## config.mk

```make
export PLATFORM = sky130hd
export DESIGN_NAME = neureka_tcdm_port_sync
export DESIGN_NICKNAME = d
export VERILOG_FILES = /design/src/rtl/neureka_package.sv /design/src/rtl/neureka_port_sync_fifo.sv /design/src/rtl/neureka_tcdm_port_sync.sv
export SDC_FILE = /design/constraint.sdc
export NUM_CORES = 1
export LEC_CHECK = 0
export ABC_AREA = 1
export CORE_AREA = 2 2 629 631
export DETAILED_ROUTE_END_ITERATION = 10
export DIE_AREA = 0 0 631 633
export SLEW_MARGIN = 40
export SYNTH_ARGS = -nofsm -noshare
export SYNTH_HDL_FRONTEND = slang
export SYNTH_SLANG_ARGS = --single-unit
```

## constraint.sdc

```tcl
create_clock -name clk_i -period 3.9 [get_ports clk_i]
set_input_delay 0.39 -clock clk_i [delete_from_list [all_inputs] [get_ports clk_i]]
set_output_delay 0.39 -clock clk_i [all_outputs]
set_load 0.005 [all_outputs]
```

## src/rtl/neureka_package.sv

```systemverilog
// +-----------------------------------------------------------------------------+
// | neureka_package                                                             |
// | Shared constants and types for the NEUREKA TCDM port synchronizer.          |
// | Revision: 1.0                                                               |
// +-----------------------------------------------------------------------------+
`default_nettype none

package neureka_package;

  localparam int unsigned NEUREKA_PORT_SYNC_DEPTH = 2;
  localparam int unsigned TCDM_DW                 = 32;
  localparam int unsigned TCDM_AW                 = 32;

  typedef struct packed {
    logic [TCDM_DW-1:0] data;
  } tcdm_port_resp_t;

endpackage

`default_nettype wire

```

## src/rtl/neureka_port_sync_fifo.sv

```systemverilog
// +-----------------------------------------------------------------------------+
// | neureka_port_sync_fifo                                                      |
// | Per-port response FIFO with empty-bypass; push and pop may coincide.        |
// | Revision: 1.0                                                               |
// +-----------------------------------------------------------------------------+
`default_nettype none

module neureka_port_sync_fifo
  import neureka_package::*;
#(
  parameter int unsigned DEPTH = NEUREKA_PORT_SYNC_DEPTH
) (
  input  logic            clk_i,
  input  logic            rst_i,
  input  logic            push_i,
  input  tcdm_port_resp_t data_i,
  input  logic            pop_i,
  output logic            valid_o,
  output tcdm_port_resp_t data_o
);

  localparam int unsigned AW = (DEPTH > 1) ? $clog2(DEPTH) : 1;
  localparam int unsigned CW = $clog2(DEPTH + 1);

  tcdm_port_resp_t mem_q [DEPTH];
  logic [AW-1:0]   wptr_q, wptr_d;
  logic [AW-1:0]   rptr_q, rptr_d;
  logic [CW-1:0]   cnt_q, cnt_d;
  logic            empty, full, do_push, do_pop;

  function automatic logic [AW-1:0] ptr_inc(input logic [AW-1:0] p);
    return (p == AW'(DEPTH - 1)) ? '0 : p + AW'(1);
  endfunction

  assign empty   = (cnt_q == '0);
  assign full    = (cnt_q == CW'(DEPTH));
  assign valid_o = ~empty | push_i;
  assign data_o  = empty ? data_i : mem_q[rptr_q];

  // A push popped in the same cycle while empty bypasses storage entirely.
  assign do_push = push_i & ~(pop_i & empty);
  assign do_pop  = pop_i & ~empty;

  assign wptr_d = do_push ? ptr_inc(wptr_q) : wptr_q;
  assign rptr_d = do_pop  ? ptr_inc(rptr_q) : rptr_q;
  assign cnt_d  = cnt_q + CW'(do_push) - CW'(do_pop);

  always_ff @(posedge clk_i or posedge rst_i) begin
    if (rst_i) begin
      wptr_q <= '0;
      rptr_q <= '0;
      cnt_q  <= '0;
    end else begin
      wptr_q <= wptr_d;
      rptr_q <= rptr_d;
      cnt_q  <= cnt_d;
    end
  end

  always_ff @(posedge clk_i) begin
    if (do_push) mem_q[wptr_q] <= data_i;
  end

`ifndef SYNTHESIS
  always @(posedge clk_i) begin
    if (!rst_i) begin
      assert (!(push_i && full && !pop_i))
        else $error("neureka_port_sync_fifo: push into full FIFO without pop");
    end
  end
`endif

endmodule

`default_nettype wire

```

## src/rtl/neureka_tcdm_port_sync.sv

```systemverilog
// +-----------------------------------------------------------------------------+
// | neureka_tcdm_port_sync                                                      |
// | Splits one wide TCDM access into MP narrow ports and re-joins responses.    |
// | Optional stall counter: NEUREKA_TCDM_PORT_SYNC_PERF_EN.                     |
// | Revision: 1.0                                                               |
// +-----------------------------------------------------------------------------+
`default_nettype none

module neureka_tcdm_port_sync
  import neureka_package::*;
#(
  parameter int unsigned MP    = 9,
  parameter int unsigned DEPTH = NEUREKA_PORT_SYNC_DEPTH
) (
  input  logic                  clk_i,
  input  logic                  rst_i,
  input  logic                  req_i,
  output logic                  gnt_o,
  input  logic [31:0]           add_i,
  input  logic                  wen_i,
  input  logic [MP*4-1:0]       be_i,
  input  logic [MP*32-1:0]      data_i,
  output logic                  r_valid_o,
  output logic [MP*32-1:0]      r_data_o,
  output logic [MP-1:0]         tcdm_req_o,
  input  logic [MP-1:0]         tcdm_gnt_i,
  output logic [MP-1:0][31:0]   tcdm_add_o,
  output logic [MP-1:0]         tcdm_wen_o,
  output logic [MP-1:0][3:0]    tcdm_be_o,
  output logic [MP-1:0][31:0]   tcdm_data_o,
  input  logic [MP-1:0][31:0]   tcdm_r_data_i,
  input  logic [MP-1:0]         tcdm_r_valid_i,
  output logic [31:0]           perf_stall_cnt_o
);

  localparam int unsigned OW = $clog2(DEPTH + 1);
  localparam int unsigned PW = $clog2(DEPTH + 2);

  logic [MP-1:0]   granted_q, granted_d;
  logic [OW-1:0]   outstanding_q, outstanding_d;
  logic            credit_ok, all_valid, rd_gnt, issue;
  logic [MP-1:0]   fifo_valid;
  tcdm_port_resp_t fifo_head [MP];

  assign all_valid = &fifo_valid;
  assign r_valid_o = all_valid & ~rst_i;

  // A read may also issue while a wide response is being popped: the narrow
  // responses of the new request cannot land before that slot is freed.
  assign credit_ok = wen_i ? ((outstanding_q < OW'(DEPTH)) | all_valid) : 1'b1;
  assign issue     = req_i & credit_ok & ~rst_i;

  assign tcdm_req_o = {MP{issue}} & ~granted_q;
  assign gnt_o      = issue & (&(granted_q | tcdm_gnt_i));
  assign rd_gnt     = gnt_o & wen_i;

  assign granted_d = gnt_o ? '0 : (granted_q | (tcdm_gnt_i & tcdm_req_o));

  always_comb begin
    outstanding_d = outstanding_q;
    case ({rd_gnt, r_valid_o})
      2'b10:   outstanding_d = outstanding_q + OW'(1);
      2'b01:   outstanding_d = outstanding_q - OW'(1);
      default: outstanding_d = outstanding_q;
    endcase
  end

  always_ff @(posedge clk_i or posedge rst_i) begin
    if (rst_i) begin
      granted_q     <= '0;
      outstanding_q <= '0;
    end else begin
      granted_q     <= granted_d;
      outstanding_q <= outstanding_d;
    end
  end

  for (genvar ii = 0; ii < MP; ii++) begin : g_port
    logic [PW-1:0]   rd_pend_q, rd_pend_d;
    logic            push, rd_issue;
    tcdm_port_resp_t push_data;

    assign tcdm_add_o[ii]  = add_i + 32'(4 * ii);
    assign tcdm_wen_o[ii]  = wen_i;
    assign tcdm_be_o[ii]   = be_i[4*ii +: 4];
    assign tcdm_data_o[ii] = data_i[32*ii +: 32];

    // Only responses owed to granted reads enter the FIFO; write acks are dropped.
    assign rd_issue       = tcdm_req_o[ii] & tcdm_gnt_i[ii] & wen_i;
    assign push           = tcdm_r_valid_i[ii] & (rd_pend_q != '0);
    assign push_data.data = tcdm_r_data_i[ii];
    assign rd_pend_d      = rd_pend_q + PW'(rd_issue) - PW'(push);

    always_ff @(posedge clk_i or posedge rst_i) begin
      if (rst_i) rd_pend_q <= '0;
      else       rd_pend_q <= rd_pend_d;
    end

    neureka_port_sync_fifo #(
      .DEPTH (DEPTH)
    ) i_fifo (
      .clk_i   (clk_i),
      .rst_i   (rst_i),
      .push_i  (push),
      .data_i  (push_data),
      .pop_i   (r_valid_o),
      .valid_o (fifo_valid[ii]),
      .data_o  (fifo_head[ii])
    );

    assign r_data_o[32*ii +: 32] = fifo_head[ii].data;
  end

`ifdef NEUREKA_TCDM_PORT_SYNC_PERF_EN
  logic [31:0] stall_cnt_q, stall_cnt_d;

  assign stall_cnt_d = (req_i & ~gnt_o & ~(&stall_cnt_q)) ? stall_cnt_q + 32'd1 : stall_cnt_q;

  always_ff @(posedge clk_i or posedge rst_i) begin
    if (rst_i) stall_cnt_q <= '0;
    else       stall_cnt_q <= stall_cnt_d;
  end

  assign perf_stall_cnt_o = stall_cnt_q;
`else
  assign perf_stall_cnt_o = '0;
`endif

endmodule

`default_nettype wire
```

## Word level (Yosys, flattened, before mapping)

Memory sizes are Yosys's and may differ from the RTL's.
Cells that the tools add are included.

| operators by class | value |
|---|---|
| add/subtract/negate cells | 64 |
| multiply operators | 0 |
| div/mod/pow operators | 0 |
| $lt $le $gt $ge | 1 |
| equal/unequal tests | 2 |
| shifts and indexed selects | 0 |
| muxes and demuxes | 48 |
| bitwise gates (word level) | 93 |
| reduce and logical (&&, ||, !) cells | 21 |

Operators by type and width:

| operator | number |
|---|---|
| two-way mux 32 bit | 9 |
| adder 32 x 5 -> 32 bit, second input constant | 4 |
| adder 32 x 4 -> 32 bit, second input constant | 2 |
| AND 1 bit | 59 |
| two-way mux 1 bit | 37 |
| adder 2 x 1 -> 2 bit | 18 |
| subtractor 2 x 1 -> 2 bit | 18 |
| adder 32 x 3 -> 32 bit, second input constant | 1 |
| adder 32 x 6 -> 32 bit, second input constant | 1 |
| nonzero test 2 bit | 10 |
| NOT 1 bit | 19 |
| adder 1 bit, second input constant | 18 |
| AND 9 bit | 2 |
| zero test 2 bit | 9 |
| bitwise OR 9 bit | 2 |
| AND reduction 9 bit | 2 |
| bitwise OR 1 bit | 10 |
| two-way mux 9 bit | 1 |
| NOT 9 bit | 1 |
| case mux 2 bit (2 select lines) | 1 |
| adder 2 x 1 -> 2 bit, second input constant | 1 |
| equality test 2 x 1 -> 1 bit, second input constant | 1 |
| equality test 2 bit, second input constant | 1 |
| less-than comparator 2 bit, second input constant | 1 |
| subtractor 2 x 1 -> 2 bit, second input constant | 1 |

| storage, ports and cells | value |
|---|---|
| flip-flop bits (word level) | 65 |
| bits in latches | 0 |
| bits in writable memories | 576 |
| bits in read-only memories | 0 |
| input port bits | 666 |
| output and inout bits | 952 |
| memories | 9 |

Memory list:

| memory | words | width | rd ports | clocked after memory_dff | wr ports | line | RTL |
|---|---|---|---|---|---|---|---|
| g_port[0].i_fifo.mem_q | 2 | 32 | 1 | 0 | 1 | neureka_port_sync_fifo.sv:25 | `tcdm_port_resp_t mem_q [DEPTH];` |
| g_port[1].i_fifo.mem_q | 2 | 32 | 1 | 0 | 1 | neureka_port_sync_fifo.sv:25 |  |
| g_port[2].i_fifo.mem_q | 2 | 32 | 1 | 0 | 1 | neureka_port_sync_fifo.sv:25 |  |
| g_port[3].i_fifo.mem_q | 2 | 32 | 1 | 0 | 1 | neureka_port_sync_fifo.sv:25 |  |
| g_port[4].i_fifo.mem_q | 2 | 32 | 1 | 0 | 1 | neureka_port_sync_fifo.sv:25 |  |
| g_port[5].i_fifo.mem_q | 2 | 32 | 1 | 0 | 1 | neureka_port_sync_fifo.sv:25 |  |
| +3 memories | n/a | n/a | n/a | n/a | n/a | n/a |  |

## Logic depth before layout (Yosys ltp)

| logic depth | value |
|---|---|
| word-level depth | 13 |
| mapped depth | 14 |
| mapped depth without buffers | 13 |

## By module

From an unflattened synthesis, not the netlist that was laid out.

| unflattened totals | value |
|---|---|
| cell total of the unflattened synthesis | 4020 |
| area total of the unflattened synthesis | 35806.8 um^2 |

Modules (own cells, without submodules):

| module | times used | cells an instance | area each (um^2) |
|---|---|---|---|
| neureka_port_sync_fifo | 9 | 300 | 2995.4 |
| neureka_tcdm_port_sync | 1 | 1320 | 8848.5 |

## Worst setup path after synthesis

No wires, ideal clock.

| timing | value |
|---|---|
| path kind | register to register |
| start | reg g_port[1].i_fifo.cnt_q[1] |
| end | mem g_port[0].i_fifo.mem_q[1][0] in the netlist's numbering (enable) |
| setup time | 0.421 ns |
| data arrival time | 2.445 ns |
| data required time | 3.479 ns |
| path slack | 1.034 ns |
| cell stages (with the launch flop) | 10 |
| path buffers | 0 |
| cell sequence | dfrtp_1 nor2_2 nand2_1 nand3_1 nor2_1 nand2_2 nor2_2 nand2_1 nand2_1 nor2_1 |

| between the ends | value |
|---|---|
| cells in the longest elaborated chain, start to end | 10 |

Ends and longest elaborated chain:

| item | line | RTL |
|---|---|---|
| start: declaration | neureka_port_sync_fifo.sv:28 | `logic [CW-1:0] cnt_q, cnt_d;` |
| start signal: assignment | neureka_port_sync_fifo.sv:56 | `cnt_q <= cnt_d;` |
| zero test 2 bit | neureka_port_sync_fifo.sv:35 | `assign empty = (cnt_q == '0);` |
| NOT 1 bit | neureka_port_sync_fifo.sv:37 | `assign valid_o = ~empty \| push_i;` |
| bitwise OR 1 bit | neureka_port_sync_fifo.sv:37 |  |
| AND reduction 9 bit | neureka_tcdm_port_sync.sv:45 | `assign all_valid = &fifo_valid;` |
| AND 1 bit | neureka_tcdm_port_sync.sv:46 | `assign r_valid_o = all_valid & ~rst_i;` |
| AND 1 bit | neureka_port_sync_fifo.sv:41 | `assign do_push = push_i & ~(pop_i & empty);` |
| NOT 1 bit | neureka_port_sync_fifo.sv:41 |  |
| AND 1 bit | neureka_port_sync_fifo.sv:41 |  |
| two-way mux 1 bit | neureka_port_sync_fifo.sv:61 | `if (do_push) mem_q[wptr_q] <= data_i;` |
| two-way mux 1 bit (implied by the code) | neureka_port_sync_fifo.sv:61 |  |
| end: declaration | neureka_port_sync_fifo.sv:25 |  |

No other way between the ends.

==> qor.yml <==
global_route:
  grt_pass1_wl_mm: 311.1
  grt.total_usage_pct: 12.21
  grt_max_degree: 35
  antenna_found_initial: 97
  grt-ovfl-total: 0
  grt_pass1_vias: 25724
cts:
  cts-buffers-inserted: 70
  cts_setup_buffers: 0
  holdBufCountCts: 0
  cts_tree: "built"
  cts.sink_count: 641
  root_buffer: "clkbuf_16"
  clk_latency_ns: 0.68
  cts_max_level: 3
  cts_max_path_buffers: 3
  clk_pin_slew_ns: 0.06
power:
  power_density_nw_per_um2: 684.7
  power.leakage_nw: 16.90
  ir_worst_vdd_mv: 0.5242
route:
  vias: 26967
  ant_nets: 0
  drc: 0
  viasPerCell: 2.925
  first_pass_iters: 5
  drt_wl_total_mm: 257.1
  drt_iter0_drc: 1902
  drt-wirelength-per-cell_um: 27.89
cells_and_area:
  nFillCells: 44584
  area_growth_syn_to_layout_pct: 49.36
  multi_input_area_um2: 10120
  stdcell_count: 9219
  layout_commonest_cell: "clkdlybuf4s50_1"
  seqCellArea_um2: 18930
  layout-drive-gt1-share_pct: 11.74
  nNetsFinal: 4633
  layout.cells.most_common_list: "clkdlybuf4s50_1 (843), a21oi_1 (596), edfxtp_1 (576), nand2_1 (480), nor2_1 (378)"
timing:
  fin_crit_ns: 3.894
  max_freq_ghz: 0.2568
  clock_skew_ns: 0.04425
  max_slew_margin_pct: 43.51
  hold_viol_final: 0
  worst_pin_slew_ns: 0.8385
  slew_violations: 0
  fin_hold_ws_ns: 0.2543
  min_period_over_period_pct: 99.84
  final-setup-viol-count: 0
worst_setup_path:
  r2r-end: "g_port[0].i_fifo.mem_q[1][15]$_DFFE_PP_"
  r2r_slack_ns: 1.07
  worstSetupEndpoint: "tcdm_add_o[40]"
  arrival_ns: 3.50
  reg2regPathDepth: 11
  cp-startpoint: "add_i[3]"
  r2r-start: "g_port[1].rd_pend_q[1]$_DFF_PP0_"
  end_kind: "output port"
  critPathKind: "in2out"
  worstPathMaxFanout: 18
  cp-start-kind: "input port"
  cp_data_required_time_ns: 3.51
synth:
  synth_area_per_cell_um2: 10.13
  yosys_register_bits: 641
  synth_seq_area_share_pct: 56.81
  synth_area_um2: 33310
  syn_inst: 3288
  yosysWarningCount: 0
  synth_edf_count: 576
  ys.flop_type: "edfxtp_1"
  ys_types: 40
  synthArstFlopShare_pct: 10.14
die:
  start_util_pct: 8.498
  die-height_um: 633
  die_w_um: 631
  io_pins: 1618
  coreArea_um2: 392000
  num_rows: 230
  dieArea_um2: 399400
status:
  status: "finished, final reports clean"
place:
  hpwl_mm: 223.1
  gp_congestion: 0.9470
  dp.cells: 9068
  numPortBuffers: 917
flow_run:
  drv_cap: 0
worst_hold_path:
  holdCritPathClass: "in2async"
synthesized netlist by cell type (35+ instances only):
cell	n	area, um^2
a21oi_1	598	2993
buf_4	436	3273
clkbuf_1	99	371.6
dfrtp_1	65	1627
edfxtp_1	576	17300
ha_1	47	588.1
inv_1	145	544.3
nand2_1	480	1802
nand3_1	35	175.2
nor2_1	387	1453
o21ai_0	41	205.2
xnor2_1	41	359.1
xor2_1	180	1577
worst max-delay path, cell delays in order:
cell             delay, ns
clkdlybuf4s50_1       0.69
buf_4                 0.33
ha_1                  0.30
buf_4                 0.22
nand2_1               0.17
nor2_1                0.45
xor2_1                0.35
clkdlybuf4s50_1       0.57
metrics by stage:
step | setup WS (ns) | power [mW] | setup TNS (ns) | utilization, % | area, um^2
finish | 0.006130 | 34.06 | 0 | 12.69 | 49750
detailed placement | -0.1468 | 27.94 | -0.1468 | 12.09 | 47400
CTS | 0.008583 | 34.89 | 0 | 12.67 | 49660
floorplan | 1.034 | 17.13 | 0 | - | 33420
global route | -0.003475 | 36.08 | -0.003475 | 12.68 | 49690
global placement | -0.2611 | 27.79 | -0.4319 | 12.08 | 47350
cell families (layout without fill, tap and decap cells):
kind of cell	Yosys count	after routing	synth area share [%]
simple gates	987	987	12.37
compound gates	644	644	9.703
flops	641	641	56.81
xor+xnor	223	223	5.909
fa+ha+maj	47	47	1.766
buf+inv	745	1394	13.42
other cells	1	63	0.01126
power breakdown:
group	internal, mW	switching [mW]	total [mW]
combinational	7.31	9.86	17.2
sequential	9.57	0.585	10.2
clock	3.64	3.09	6.73
total	20.5	13.5	34.1
what timing repair did:
item                                    4_1_cts  5_1_grt
endpoints found under the setup margin        3        4
pin swaps                                     0        0
resized for setup                             3        3
how the worst min path moves through the flow:
stage          cells past startpoint                             endpoint                           startpoint
2_1_floorplan                      2  g_port[0].i_fifo.wptr_q$_DFFE_PP0P_  g_port[0].i_fifo.wptr_q$_DFFE_PP0P_
5_1_grt                            2               granted_q[8]$_DFF_PP0_                                rst_i
3_3_place_gp                       2  g_port[4].i_fifo.wptr_q$_DFFE_PP0P_  g_port[4].i_fifo.wptr_q$_DFFE_PP0P_
6_report                           2               granted_q[8]$_DFF_PP0_                                rst_i
3_5_place_dp                       2  g_port[7].i_fifo.wptr_q$_DFFE_PP0P_  g_port[7].i_fifo.wptr_q$_DFFE_PP0P_
4_1_cts                            2               granted_q[8]$_DFF_PP0_                                rst_i
sequential cells by signal (all words and copies together), names as in the netlist:
signal and count:
g_port.i_fifo.rptr_q 9, g_port.i_fifo.mem_q 576, g_port.rd_pend_q 18, g_port.i_fifo.cnt_q 18
granted_q 9, outstanding_q 2, g_port.i_fifo.wptr_q 9
area by class of cell:
cell class              instances  share of cell area (%)
diodes                         31                  0.1559
clock buffers                  82                   3.612
clock inverters                38                  0.8778
inverters                     177                   1.353
multi-input cells            1933                   20.34
flip-flops and latches        641                   38.04
well taps                    5220                   13.13
repair buffers               1097                   22.49
metal layers:
metal  track usage, %  vias up  part of all wire, %
met2            23.29     1759                   54
li1                 -    11889                    -
met3            8.823      453                   16
met5           0.5193        -                 0.24
met1            8.571    12810                   24
met4            6.227       56                  6.0
Power figures use the tool's default switching activity.
